--- src/rtl/hazard_scoreboard.sv ---
// Multi-issue register hazard scoreboard: busy table, grant logic, stats.
// Define HAZARD_SCOREBOARD_STATS_EN to build the stall/issue counters.
module hazard_scoreboard #(
  parameter int NUM_REGS = 16,
  parameter int ISSUE_W  = 4,
  parameter int OP_W     = 4,
  parameter int IN_ORDER = 1,
  localparam int RA_W    = $clog2(NUM_REGS)
) (
  input  logic                    clk,
  input  logic                    rst,
  input  logic                    flush_en,
  input  logic [NUM_REGS-1:0]     flush_reg,
  input  logic [ISSUE_W-1:0]      ins_in_vld,
  input  logic [ISSUE_W*RA_W-1:0] ins_in_des,
  input  logic [ISSUE_W*RA_W-1:0] ins_in_source1,
  input  logic [ISSUE_W*RA_W-1:0] ins_in_source2,
  input  logic [ISSUE_W*OP_W-1:0] op,
  input  logic [ISSUE_W-1:0]      ins_back_vld,
  input  logic [ISSUE_W*RA_W-1:0] ins_back_des,
  output logic [ISSUE_W-1:0]      ins_out,
  output logic [ISSUE_W-1:0]      ins_swap,
  output logic [NUM_REGS-1:0]     busy,
  output logic [31:0]             stall_cnt,
  output logic [31:0]             issue_cnt
);

  logic [NUM_REGS-1:0] busy_q;
  logic [NUM_REGS-1:0] busy_n;
  logic [NUM_REGS-1:0] wb_hit;
  logic [NUM_REGS-1:0] rdy;
  logic [NUM_REGS-1:0] set_mask;
  logic [NUM_REGS-1:0] flush_mask;

  logic [RA_W-1:0] d  [ISSUE_W];
  logic [RA_W-1:0] s1 [ISSUE_W];
  logic [RA_W-1:0] s2 [ISSUE_W];

  logic [ISSUE_W-1:0] wr;
  logic [ISSUE_W-1:0] cand;
  logic [ISSUE_W-1:0] grant;
  logic [ISSUE_W-1:0] swap;

  always_comb begin
    for (int i = 0; i < ISSUE_W; i++) begin
      d[i]  = ins_in_des[i*RA_W +: RA_W];
      s1[i] = ins_in_source1[i*RA_W +: RA_W];
      s2[i] = ins_in_source2[i*RA_W +: RA_W];
      wr[i] = ins_in_vld[i] && (op[i*OP_W +: OP_W] != '0);
    end
  end

  // duplicate writebacks collapse into one hit per register
  always_comb begin
    wb_hit = '0;
    for (int r = 0; r < NUM_REGS; r++) begin
      for (int k = 0; k < ISSUE_W; k++) begin
        if (ins_back_vld[k] &&
            ins_back_des[k*RA_W +: RA_W] == RA_W'(r))
          wb_hit[r] = 1'b1;
      end
    end
  end

  assign rdy = ~busy_q | wb_hit;

  always_comb begin
    cand = '0;
    for (int i = 0; i < ISSUE_W; i++) begin
      cand[i] = ins_in_vld[i] && rdy[s1[i]] && rdy[s2[i]] &&
                (!wr[i] || rdy[d[i]]);
      for (int j = 0; j < ISSUE_W; j++) begin
        if (j < i && ins_in_vld[j]) begin
          if (wr[j] && (d[j] == s1[i] || d[j] == s2[i]))
            cand[i] = 1'b0;
          if (wr[j] && wr[i] && d[j] == d[i])
            cand[i] = 1'b0;
          if (wr[i] && (s1[j] == d[i] || s2[j] == d[i]))
            cand[i] = 1'b0;
        end
      end
    end
  end

  always_comb begin
    logic older_ok;
    logic older_stall;
    grant       = '0;
    swap        = '0;
    older_ok    = 1'b1;
    older_stall = 1'b0;
    for (int i = 0; i < ISSUE_W; i++) begin
      if (IN_ORDER != 0) begin
        grant[i] = cand[i] && older_ok;
      end else begin
        grant[i] = cand[i];
        swap[i]  = cand[i] && older_stall;
      end
      older_ok    = older_ok && (!ins_in_vld[i] || grant[i]);
      older_stall = older_stall || (ins_in_vld[i] && !grant[i]);
    end
    if (flush_en || rst) begin
      grant = '0;
      swap  = '0;
    end
  end

  assign ins_out  = grant;
  assign ins_swap = swap;

  always_comb begin
    set_mask = '0;
    for (int r = 0; r < NUM_REGS; r++) begin
      for (int i = 0; i < ISSUE_W; i++) begin
        if (grant[i] && wr[i] && d[i] == RA_W'(r))
          set_mask[r] = 1'b1;
      end
    end
  end

  // flush, then writeback clear, then grant set (set wins)
  assign flush_mask = flush_en ? flush_reg : '0;
  assign busy_n = ((busy_q & ~flush_mask) & ~wb_hit) | set_mask;

  always_ff @(posedge clk or posedge rst) begin
    if (rst) busy_q <= '0;
    else     busy_q <= busy_n;
  end

  assign busy = busy_q;

`ifdef HAZARD_SCOREBOARD_STATS_EN
  logic [31:0] stall_q;
  logic [31:0] issue_q;
  logic [31:0] pop;
  logic [32:0] issue_sum;
  logic        stall_any;

  always_comb begin
    pop = '0;
    for (int i = 0; i < ISSUE_W; i++)
      pop = pop + {31'd0, grant[i]};
  end

  assign stall_any = |(ins_in_vld & ~grant);
  assign issue_sum = {1'b0, issue_q} + {1'b0, pop};

  always_ff @(posedge clk or posedge rst) begin
    if (rst) begin
      stall_q <= '0;
      issue_q <= '0;
    end else begin
      if (stall_any && stall_q != '1)
        stall_q <= stall_q + 32'd1;
      issue_q <= issue_sum[32] ? '1 : issue_sum[31:0];
    end
  end

  assign stall_cnt = stall_q;
  assign issue_cnt = issue_q;
`else
  assign stall_cnt = '0;
  assign issue_cnt = '0;
`endif

endmodule

--- config.mk ---
export PLATFORM = sky130hd
export DESIGN_NAME = hazard_scoreboard
export DESIGN_NICKNAME = d
export VERILOG_FILES = /design/src/rtl/hazard_scoreboard.sv
export SDC_FILE = /design/constraint.sdc
export NUM_CORES = 1
export LEC_CHECK = 0
export CORE_MARGIN = 2
export CORE_UTILIZATION = 40
export CTS_CLUSTER_SIZE = 20
export DETAILED_ROUTE_END_ITERATION = 10
export PLACE_DENSITY = 0.7
export SYNTH_ARGS = -nofsm -noshare
export SYNTH_HDL_FRONTEND = slang
export SYNTH_SLANG_ARGS = --single-unit
--- constraint.sdc ---
create_clock -name clk -period 7.56 [get_ports clk]
set_input_delay 1.512 -clock clk [delete_from_list [all_inputs] [get_ports clk]]
set_output_delay 1.512 -clock clk [all_outputs]
set_load 0.05 [all_outputs]
==> impl_metrics.xml <==
<?xml version="1.0" encoding="UTF-8"?>
<metrics>
  <group name="status">
    <metric name="outcome" unit="">finished clean</metric>
  </group>
  <group name="synthesis">
    <metric name="share_of_the_synthesized_netlist_area_taken_by_xor_and_xnor_gates" unit="%">16.5</metric>
    <metric name="postSynth.topFlopCell" unit="">sky130_fd_sc_hd__dfrtp_1</metric>
    <metric name="synthTopCellsByCount" unit="">sky130_fd_sc_hd__buf_4, sky130_fd_sc_hd__xnor2_1, sky130_fd_sc_hd__nand2_1, sky130_fd_sc_hd__xor2_1</metric>
    <metric name="dominant_combinational_cell_family_by_area_after_synthesis" unit="">simple AND/OR/NAND/NOR gates</metric>
    <metric name="synth_sequential_area_ratio" unit="%">6.30</metric>
    <metric name="synthDistinctLibCells" unit="">80</metric>
    <metric name="synth_cells" unit="">861</metric>
    <metric name="netlist_top_cells_area" unit="">sky130_fd_sc_hd__xnor2_1, sky130_fd_sc_hd__buf_4, sky130_fd_sc_hd__xor2_1, sky130_fd_sc_hd__dfrtp_1, sky130_fd_sc_hd__mux4_2</metric>
    <metric name="ys_seq_elements" unit="">16</metric>
    <metric name="syn_avg_cell_area" unit="um^2">7.38</metric>
    <metric name="yosys.area_share.adder" unit="%">0</metric>
    <metric name="netlist.area_leader.share" unit="%">9.64</metric>
    <metric name="most_used_standard_cell_by_instance_count_after_synthesis" unit="">sky130_fd_sc_hd__buf_4</metric>
    <metric name="synth_compound_gate_area_share" unit="%">27.8</metric>
    <metric name="ys.warnings.count" unit="">0</metric>
    <metric name="synth_top_area_cell" unit="">sky130_fd_sc_hd__xnor2_1</metric>
    <metric name="post_synth_and_or_nand_nor_area_fraction" unit="%">27.9</metric>
    <metric name="count_of_flip_flops_with_a_built_in_enable_after_synthesis" unit="">0</metric>
    <metric name="post_synthesis_mux_area_share" unit="%">6.14</metric>
    <metric name="ys_async_sr_fraction" unit="%">100</metric>
    <metric name="mappedNetlistArea" unit="mm^2">0.00636</metric>
  </group>
  <group name="timing">
    <metric name="worst-slew-pin-transition" unit="ns">0.973</metric>
    <metric name="rsz0062_at_grt" unit="">false</metric>
    <metric name="tns" unit="ns">0</metric>
    <metric name="timing.max_slew.rel_slack" unit="%">34.9</metric>
    <metric name="timing.final.max_slew_violations" unit="">0</metric>
    <metric name="count_of_final_hold_check_violations" unit="">0</metric>
    <metric name="post-route-period-util" unit="%">95.5</metric>
    <metric name="max_freq" unit="MHz">138</metric>
    <metric name="final-setup-viol-count" unit="">0</metric>
    <metric name="period_minus_slack" unit="ns">7.22</metric>
    <metric name="fin_worst_skew" unit="ns">0.00197</metric>
  </group>
  <group name="layout">
    <metric name="synthToLayoutAreaGrowth" unit="%">19.8</metric>
    <metric name="final_cell_area_excluding_filler_cells" unit="mm^2">0.00762</metric>
    <metric name="largest_register_ffs" unit="">16</metric>
    <metric name="fillCellCount" unit="">1562</metric>
    <metric name="post-route-util" unit="%">48.5</metric>
    <metric name="post_route_cells_drive_above_1_share" unit="%">11.8</metric>
    <metric name="fin_nets" unit="">1051</metric>
    <metric name="num_antenna_cells" unit="">0</metric>
  </group>
  <group name="setup_path">
    <metric name="rrSetupSlack" unit="ns">3.76</metric>
    <metric name="reg2reg_depth" unit="">10</metric>
    <metric name="worst_ep_required_time" unit="ns">6.05</metric>
    <metric name="crit-reg2reg-launch" unit="">busy[11]$_DFF_PP0_</metric>
    <metric name="nature_of_the_critical_path_endpoint" unit="">output port</metric>
    <metric name="critPathCapture" unit="">ins_out[2]</metric>
    <metric name="crit_start_category" unit="">input pin</metric>
    <metric name="crit-reg2reg-capture" unit="">busy[13]$_DFF_PP0_</metric>
    <metric name="worst-endpoint-arrival" unit="ns">5.71</metric>
    <metric name="setup_crit_path_kind" unit="">input pin to output port</metric>
    <metric name="crit_fanout" unit="">9</metric>
    <metric name="worst_setup_path_startpoint" unit="">ins_back_des[12]</metric>
  </group>
  <group name="routing">
    <metric name="drcViolationCount" unit="">0</metric>
    <metric name="wl_per_cell" unit="um">23.2</metric>
    <metric name="drt_iter0_markers" unit="">985</metric>
    <metric name="vias" unit="">7385</metric>
    <metric name="detail_route.first_pass.iterations" unit="">8</metric>
    <metric name="drt-vias-per-instance" unit="">6.37</metric>
    <metric name="routed_wl" unit="um">26900</metric>
    <metric name="postRouteAntennaNets" unit="">0</metric>
  </group>
  <group name="clock_tree">
    <metric name="cts.htree.levels" unit="">1</metric>
    <metric name="clk_pin_slew" unit="ns">0.05</metric>
    <metric name="postCtsSetupRepairBufs" unit="">0</metric>
    <metric name="worstSkewPairLatency" unit="ns">0.25</metric>
    <metric name="cts_sinks" unit="">16</metric>
    <metric name="cts_hold_buf" unit="">0</metric>
    <metric name="cts_resized" unit="">0</metric>
    <metric name="cts_max_path_buffers" unit="">2</metric>
    <metric name="cts_buffers" unit="">3</metric>
    <metric name="clock_tree_from_tritoncts" unit="">done</metric>
    <metric name="cts.root.buffer_cell" unit="">sky130_fd_sc_hd__clkbuf_16</metric>
  </group>
  <group name="floorplan">
    <metric name="floorplan.rows" unit="">46</metric>
    <metric name="fp.dieH" unit="um">130</metric>
    <metric name="dieArea" unit="mm^2">0.0169</metric>
    <metric name="pin_count" unit="">195</metric>
    <metric name="die_width" unit="um">130</metric>
    <metric name="floorplan.core_area" unit="mm^2">0.0157</metric>
    <metric name="initial_utilization" unit="%">40.5</metric>
  </group>
  <group name="pwr">
    <metric name="ir_worst_vdd" unit="mV">0.0722</metric>
    <metric name="power.density_cell_area" unit="mW/mm^2">87.7</metric>
    <metric name="static-leakage-power" unit="nW">2.59</metric>
  </group>
  <group name="global_routing">
    <metric name="grt_overflow" unit="">0</metric>
    <metric name="grt_pass1_wl" unit="um">39700</metric>
    <metric name="groute.usage.overall" unit="%">30.4</metric>
    <metric name="grt_pass1_vias" unit="">6835</metric>
    <metric name="number_of_antenna_violations_at_the_first_check_in_global_routing" unit="">0</metric>
    <metric name="grt_start_max_net_pins" unit="">19</metric>
  </group>
  <group name="placed_design">
    <metric name="port_bufs" unit="">126</metric>
    <metric name="dpl-instance-area" unit="mm^2">0.00753</metric>
    <metric name="detailed_place_hpwl" unit="um">21000</metric>
    <metric name="finalWeightedCongestion" unit="">1.02</metric>
  </group>
  <group name="run">
    <metric name="number_of_violations_of_the_max_capacitance_limit" unit="">0</metric>
  </group>
  <group name="worst_hold_path">
    <metric name="holdCritPathClass" unit="">register to register</metric>
  </group>
</metrics>
report_power, final:
group	leakage, nW	internal (mW)	switching (mW)
clock network	0.0442	0.0802	0.0318
logic	2.33	0.163	0.301
registers	0.222	0.0884	0.00317
total	2.59	0.332	0.336
critical path: stages:
cell and delay, ns:
sky130_fd_sc_hd__clkdlybuf4s50_1 0.45, sky130_fd_sc_hd__or2_1 0.32, sky130_fd_sc_hd__o221ai_1 0.54, sky130_fd_sc_hd__nor2_2 0.28, sky130_fd_sc_hd__mux4_2 0.52, sky130_fd_sc_hd__and2_1 0.18
sky130_fd_sc_hd__o221ai_2 0.21, sky130_fd_sc_hd__nand4_4 0.21, sky130_fd_sc_hd__a211oi_4 0.42, sky130_fd_sc_hd__nor2b_1 0.21, sky130_fd_sc_hd__clkdlybuf4s50_1 0.83
cells by family after synthesis:
| family | Yosys count |
|---|---|
| and+or+nand+nor | 311 |
| AOI/OAI and AO/OA | 221 |
| buffers and inverters | 171 |
| xor gates and xnor gates | 120 |
| muxes | 21 |
| DFF | 16 |
| other | 1 |
metal layers:
layer / part of all wire, % / global-route usage, % / vias up / wire (um)
met2: 45 / 49.2 / 568 / 12000
met5: 0 / 0 / - / 0
met3: 12 / 5.37 / 118 / 3250
met4: 4.6 / 12.3 / 0 / 1250
li1: - / - / 3247 / -
met1: 38 / 40.2 / 3452 / 10300
metrics by stage:
stage | hold slack (ns) | power, mW | cells | setup WS, ns
global route | 1.26 | 0.697 | 1159 | 0.245
CTS | 1.18 | 0.660 | 1159 | 0.451
floorplan | 1.16 | 0.436 | 928 | 1.60
finish | 1.21 | 0.668 | 1159 | 0.337
detailed placement | 1.15 | 0.547 | 1155 | 0.485
global placement | 1.16 | 0.544 | 1155 | 0.511
worst min-delay path by stage:
stage | startpoint | end | depth (start not counted)
2_1_floorplan | busy[1]$_DFF_PP0_ | busy[1]$_DFF_PP0_ | 6
3_3_place_gp | busy[0]$_DFF_PP0_ | busy[0]$_DFF_PP0_ | 6
3_5_place_dp | busy[0]$_DFF_PP0_ | busy[0]$_DFF_PP0_ | 6
4_1_cts | busy[0]$_DFF_PP0_ | busy[0]$_DFF_PP0_ | 6
5_1_grt | busy[0]$_DFF_PP0_ | busy[0]$_DFF_PP0_ | 6
6_report | busy[0]$_DFF_PP0_ | busy[0]$_DFF_PP0_ | 6
cell usage in the layout (no fill, tap or decap), drive strengths merged, types with 5 or more instances in the layout:
master	count
nand2	61
nor3b	6
o21ai	30
dfrtp	16
o221ai	26
nand3	18
nor3	42
nor4	17
o41ai	20
nand3b	14
xnor2	70
inv	20
nand2b	19
o311ai	5
nor2b	11
a21oi	31
a221oi	5
xor2	50
mux4	14
a211oi	10
nand4	30
a41oi	5
a31oi	15
and2	8
o31ai	5
nor2	48
o32ai	5
conb	68
or3	5
o22ai	19
or2	17
o211ai	15
buf	37
clkdlybuf4s50	125
a2111oi	10
final cells by class:
| type | instances | area [um^2] | area share, % |
|---|---|---|---|
| repair buffers | 162 | 1530 | 20.1 |
| well taps | 216 | 270 | 3.55 |
| multi-input cells | 741 | 5250 | 69.0 |
| clock buffers | 4 | 88.8 | 1.17 |
| inverters | 20 | 75.1 | 0.986 |
| flip-flops and latches | 16 | 400 | 5.26 |
Power figures use the tool's default switching activity.
